`config.mk`:
```
export PLATFORM = sky130hd
export DESIGN_NAME = relu_backward
export DESIGN_NICKNAME = d
export VERILOG_FILES = /design/src/rtl/relu_pkg.sv /design/src/rtl/relu_backward_mask_fifo.sv /design/src/rtl/relu_backward.sv
export SDC_FILE = /design/constraint.sdc
export NUM_CORES = 1
export LEC_CHECK = 0
export ABC_AREA = 1
export CORE_ASPECT_RATIO = 0.6
export CORE_MARGIN = 2
export CORE_UTILIZATION = 49
export DETAILED_ROUTE_END_ITERATION = 16
export PLACE_DENSITY = 0.8
export SLEW_MARGIN = 15
export SYNTH_ARGS = -nofsm -noshare
export SYNTH_HDL_FRONTEND = slang
export SYNTH_HIERARCHICAL = 1
export SYNTH_SLANG_ARGS = --single-unit
```
`constraint.sdc`:
```
create_clock -name clk -period 3.5 [get_ports clk]
set_clock_uncertainty 0.2 [all_clocks]
set_input_delay 0.7 -clock clk [delete_from_list [all_inputs] [get_ports clk]]
set_output_delay 0.7 -clock clk [all_outputs]
set_load 0.01 [all_outputs]
```
`src/rtl/relu_pkg.sv`:
```
// Shared definitions for the ReLU forward/backward blocks.
package relu_pkg;

   // Default activation/gradient word width.
   localparam int RELU_DATA_W = 18;

   // All-zero word driven by a blocked gradient.
   localparam logic [RELU_DATA_W-1:0] RELU_ZERO_WORD = '0;

endpackage

```
`src/rtl/relu_backward_mask_fifo.sv`:
```
// One-bit-wide FIFO that remembers the ReLU mask of each forward sample
// until the matching gradient arrives.
module mask_fifo
   import relu_pkg::*;
#(
   parameter int DEPTH = 16
) (
   input  logic                   clk,
   input  logic                   rst,
   input  logic                   clear,
   input  logic                   push,
   input  logic                   din,
   input  logic                   pop,
   output logic                   dout,
   output logic [$clog2(DEPTH):0] count,
   output logic                   full,
   output logic                   empty
);

   localparam int AW = $clog2(DEPTH);

   logic [DEPTH-1:0] mem;
   logic [AW-1:0]    wr_ptr;
   logic [AW-1:0]    rd_ptr;
   logic             do_push;
   logic             do_pop;

   assign full    = (count == (AW+1)'(DEPTH));
   assign empty   = (count == '0);
   assign do_push = push && !full && !clear && !rst;
   assign do_pop  = pop && !empty && !clear && !rst;
   assign dout    = mem[rd_ptr];

   // Mask storage: contents are only meaningful between the pointers, so no reset.
   always_ff @(posedge clk) begin
      if (do_push) begin
         mem[wr_ptr] <= din;
      end
   end

   // Pointers wrap naturally because DEPTH is a power of two.
   always_ff @(posedge clk) begin
      if (rst || clear) begin
         wr_ptr <= '0;
         rd_ptr <= '0;
      end else begin
         if (do_push) wr_ptr <= wr_ptr + 1'b1;
         if (do_pop)  rd_ptr <= rd_ptr + 1'b1;
      end
   end

   // Occupancy: a simultaneous push and pop leaves it unchanged.
   always_ff @(posedge clk) begin
      if (rst || clear) begin
         count <= '0;
      end else begin
         case ({do_push, do_pop})
            2'b10:   count <= count + 1'b1;
            2'b01:   count <= count - 1'b1;
            default: count <= count;
         endcase
      end
   end

endmodule

```
`src/rtl/relu_backward.sv`:
```
// ReLU backward pass: gradients are passed through where the forward
// pre-activation was non-negative and zeroed elsewhere. Forward masks are
// buffered in order and consumed one per accepted gradient.
module relu_backward
   import relu_pkg::*;
#(
   parameter int DATA_W = RELU_DATA_W,
   parameter int DEPTH  = 16
) (
   input  logic                     clk,
   input  logic                     rst,
   input  logic                     clear,
   input  logic                     fwd_valid,
   input  logic [DATA_W-1:0]        fwd_val,
   output logic                     fwd_ready,
   input  logic                     grad_in_valid,
   input  logic signed [DATA_W-1:0] grad_in,
   output logic                     grad_in_ready,
   output logic                     grad_out_valid,
   output logic signed [DATA_W-1:0] grad_out,
   input  logic                     grad_out_ready,
   output logic [$clog2(DEPTH):0]   mask_count,
   output logic                     underflow_err
);

   // Pass the gradient when the mask is set, otherwise emit zero.
   function automatic logic signed [DATA_W-1:0] gate_grad(
      input logic signed [DATA_W-1:0] g,
      input logic                     m
   );
      return m ? g : $signed(DATA_W'(RELU_ZERO_WORD));
   endfunction

   logic                     fwd_mask;
   logic                     push;
   logic                     pop;
   logic                     mask_head;
   logic                     fifo_full;
   logic                     fifo_empty;
   logic signed [DATA_W-1:0] gated_p0;
   logic signed [DATA_W-1:0] grad_p1;
   logic                     vld_p1;
   logic                     err_q;
   logic                     unused_fwd_bits;

   // Only the sign of the pre-activation matters; zero counts as pass-through.
   assign unused_fwd_bits = ^fwd_val[DATA_W-2:0];
   assign fwd_mask        = ~fwd_val[DATA_W-1];

   // Readiness uses registered state only, so a pop never frees room for a
   // push in the same cycle and an empty buffer never bypasses.
   assign fwd_ready     = !fifo_full && !clear && !rst;
   assign grad_in_ready = !fifo_empty && (!vld_p1 || grad_out_ready) && !clear && !rst;
   assign push          = fwd_valid && fwd_ready;
   assign pop           = grad_in_valid && grad_in_ready;

   mask_fifo #(
      .DEPTH (DEPTH)
   ) u_mask_fifo (
      .clk   (clk),
      .rst   (rst),
      .clear (clear),
      .push  (push),
      .din   (fwd_mask),
      .pop   (pop),
      .dout  (mask_head),
      .count (mask_count),
      .full  (fifo_full),
      .empty (fifo_empty)
   );

   // ---- p0: gate accepted gradient with the oldest mask ----
   assign gated_p0 = gate_grad(grad_in, mask_head);

   // ---- p1: output register, held while downstream stalls ----
   // Output stage: load on accept, drop valid on a handshake with no new word.
   always_ff @(posedge clk) begin
      if (rst || clear) begin
         vld_p1  <= 1'b0;
         grad_p1 <= '0;
      end else if (pop) begin
         vld_p1  <= 1'b1;
         grad_p1 <= gated_p0;
      end else if (grad_out_ready) begin
         vld_p1  <= 1'b0;
      end
   end

   // Sticky flag for gradients offered while no mask is stored.
   always_ff @(posedge clk) begin
      if (rst || clear) begin
         err_q <= 1'b0;
      end else if (grad_in_valid && fifo_empty) begin
         err_q <= 1'b1;
      end
   end

   assign grad_out_valid = vld_p1;
   assign grad_out       = grad_p1;
   assign underflow_err  = err_q;

endmodule

```
==> flow_summary.ini <==
[run_status]
run_status = finished, final reports clean

[place]
dp_slack_ps = 98.8
place.detailed.hpwl_um = 4110
routabilityCongestion = 0.831
place_area_um2 = 3260
io_buffer_count = 51

[worst_setup_path]
worst_setup_path_start_kind = input port
crit-reg2reg-launch = u_mask_fifo/count[4]
timing.reg2reg.worst_path_depth = 18
critical_path_peak_fanout = 20
r2r-end = u_mask_fifo/count[4]
critical_path_arrival_ps = 2330
critPathLaunch = rst
reg2reg_setup_slack_ps = 600
timing_worst_setup_path_type = in2out
critPathCaptureType = primary output
critical_path_required_ps = 2600

[grt]
grt_start_max_net_pins = 38
grt.overflow.total = 0
global_route_wire_length_before_repair_um = 9250
first_global_vias = 2063
globalRouteTotalUtil_pct = 19.5
number_of_antenna_violations_at_the_first_check_in_global_routing = 0

[clocking]
cts_inserted_buffers = 5
hold_buffer_count_at_cts = 0
ctsLongestPathBuffers = 2
tritoncts_clock_tree = built
clk_latency_ps = 310
cts.repair.resized = 0
post_cts_buffers = 0
cts-root-buf = clkbuf_8
htree_levels = 2
worst_setup_hold_path_clk_slew_ps = 90
cts_num_sinks = 49

[detailed_routing]
drt_iter0_drc = 125
avgRoutedWirePerCell_um = 11.2
vias = 2228
post_route_ant_nets = 0
detailedRoute.firstPassIterationCount = 4
detailed_route_wl_um = 5470
viasPerCell = 4.57
drc = 0

[final_layout]
multi_input_area_um2 = 1200
nFillCells = 425
layout.area.seq_um2 = 1140
final_design_area_no_fill_um2 = 3360
layout-area-overhead-vs-synth_pct = 25.8
insertedDiodeCount = 0
drive_gt1_share_pct = 10.5
design.final.nets = 472

[floorplanning]
row_count = 20
num_io_pins = 69
vertical_die_dimension_um = 61.2
core_region_area_um2 = 5150
fp.dieArea_um2 = 6080
initial_core_util_pct = 51.9
die_width_um = 99.4

[yosys]
netlist_instances = 364
synth.yosys.warnings = 6
yosysSeqAreaShare_pct = 42.7
post_synth_num_cell_types = 34
syn_nets = 416
yosys.area.top_type_share_pct = 24.7
edff_count_synth = 16
cell_type_with_the_largest_total_area_after_synthesis = dfxtp_1
synth.most_common_cell = nand2_1
syn_area_per_cell_um2 = 7.35
synthTopCellsByCount = 96 x nand2_1, 65 x inv_1, 61 x nor2_1, 33 x dfxtp_1, 16 x edfxtp_1
most_frequently_used_flop_master_after_synthesis = dfxtp_1
ys_seq_elements = 49
postSynth.asyncResetShare_pct = 0
synth_area_leaders = dfxtp_1 25%, edfxtp_1 18%, nand2_1 13%
syn-cell-area_um2 = 2670

[hold_path]
whs_endpoint = underflow_err
hold_path_class = reg2reg
hold_path_startpoint = underflow_err
hold_depth = 2

[sta]
rsz0062_at_grt = no
worst_slack_ps = 265
fin_setup_tns_ps = 0
drv_slew = 0
post-route-period-util_pct = 92.4
setup_viol_count_final = 0
fmax_ghz = 0.309
max_slew_margin_vs_limit_pct = 59.5
final_period_minus_worst_setup_slack_ps = 3230
fin_worst_hold_slack_ps = 309
worst_margin_pin_slew_ps = 606
timing.final.hold_violations = 0

[power]
p_per_area_nw_per_um2 = 316
power.ir.vdd_worst_mv = 0.157
power.static_leakage_nw = 1.63

[run]
drv.max_cap_violation_count = 0
## area by class of cell
type	instances	share of cell area, %
Multi-Input combinational cell	237	35.8
Tap cell	66	2.45
Inverter	69	7.92
Clock inverter	2	1.00
Timing Repair Buffer	58	16.7
Sequential cell	49	33.9
Clock buffer	6	2.16
## logic make-up (layout without fill, tap and decap cells)
| logic type | Yosys count | in the layout | synth area share (%) |
|---|---|---|---|
| DFF | 49 | 49 | 42.7 |
| AOI/OAI and AO/OA | 30 | 30 | 6.08 |
| xor gates and xnor gates | 1 | 1 | 0.328 |
| and+or+nand+nor | 196 | 196 | 33.7 |
| buffers and inverters | 78 | 135 | 12.3 |
| adders and majority gates | 10 | 10 | 4.96 |
## sequential cells by signal (all words and copies together) (netlist names)
signal / count
underflow_err: 1
u_mask_fifo/count: 5
u_mask_fifo/rd_ptr: 4
u_mask_fifo/wr_ptr: 4
grad_out_valid: 1
u_mask_fifo/mem: 16
grad_out: 18
## critical path: stages
cell and delay, ps:
clkdlybuf4s50_1 430, nor2_2 190, buf_4 280, nand2_1 80
nor2_1 100, clkdlybuf4s50_1 550
## worst max path at each step
| stage | endpoint | slack, ps | depth (start not counted) |
|---|---|---|---|
| 4_1_cts | grad_in_ready | 270 | 6 |
| 3_3_place_gp | u_mask_fifo/count[3] | 150 | 14 |
| 3_5_place_dp | u_mask_fifo/count[3] | 100 | 14 |
| 5_1_grt | grad_in_ready | 110 | 6 |
| 2_1_floorplan | u_mask_fifo/count[4] | 480 | 12 |
| 6_report | grad_in_ready | 270 | 6 |
## layout by cell type (no fill, tap or decap), types with 3 or more instances in the layout
| cell type | netlist | routed |
|---|---|---|
| nand2_1 | 96 | 96 |
| inv_1 | 65 | 65 |
| nor2_1 | 61 | 61 |
| clkdlybuf4s50_1 | 0 | 51 |
| dfxtp_1 | 33 | 33 |
| edfxtp_1 | 16 | 16 |
| nor2_2 | 12 | 12 |
| a21oi_1 | 12 | 12 |
| o21ai_0 | 9 | 9 |
| nand3_1 | 9 | 9 |
| ha_1 | 9 | 9 |
| buf_4 | 2 | 7 |
| clkbuf_8 | 0 | 5 |
| o21ai_1 | 5 | 5 |
| nand2_2 | 3 | 3 |
| nand3_4 | 3 | 3 |
| nand2_4 | 3 | 3 |
## power breakdown
part	switching [W]	total, W	internal [W]
Sequential	0.00000157	0.000589	0.000587
Combinational	0.0000333	0.0000733	0.0000401
Clock	0.000189	0.000401	0.000211
## metrics by stage
stage	instances	total power (W)	utilization, %
final	487	0.00106	65.3
after global placement	479	0.000674	63.2
after floorplan	364	0.000632	-
after detailed placement	479	0.000675	63.2
after global routing	487	0.00109	65.3
after CTS	487	0.00107	65.3
## layer usage
layer | wire (µm) | track usage, % | up-vias
li1 | - | - | 1205
met1 | 2820 | 28.2 | 969
met2 | 2280 | 29.8 | 49
met3 | 306 | 4.31 | 5
met4 | 56 | 5.87 | 0
met5 | 0 | 0 | -
Power figures use the tool's default switching activity.
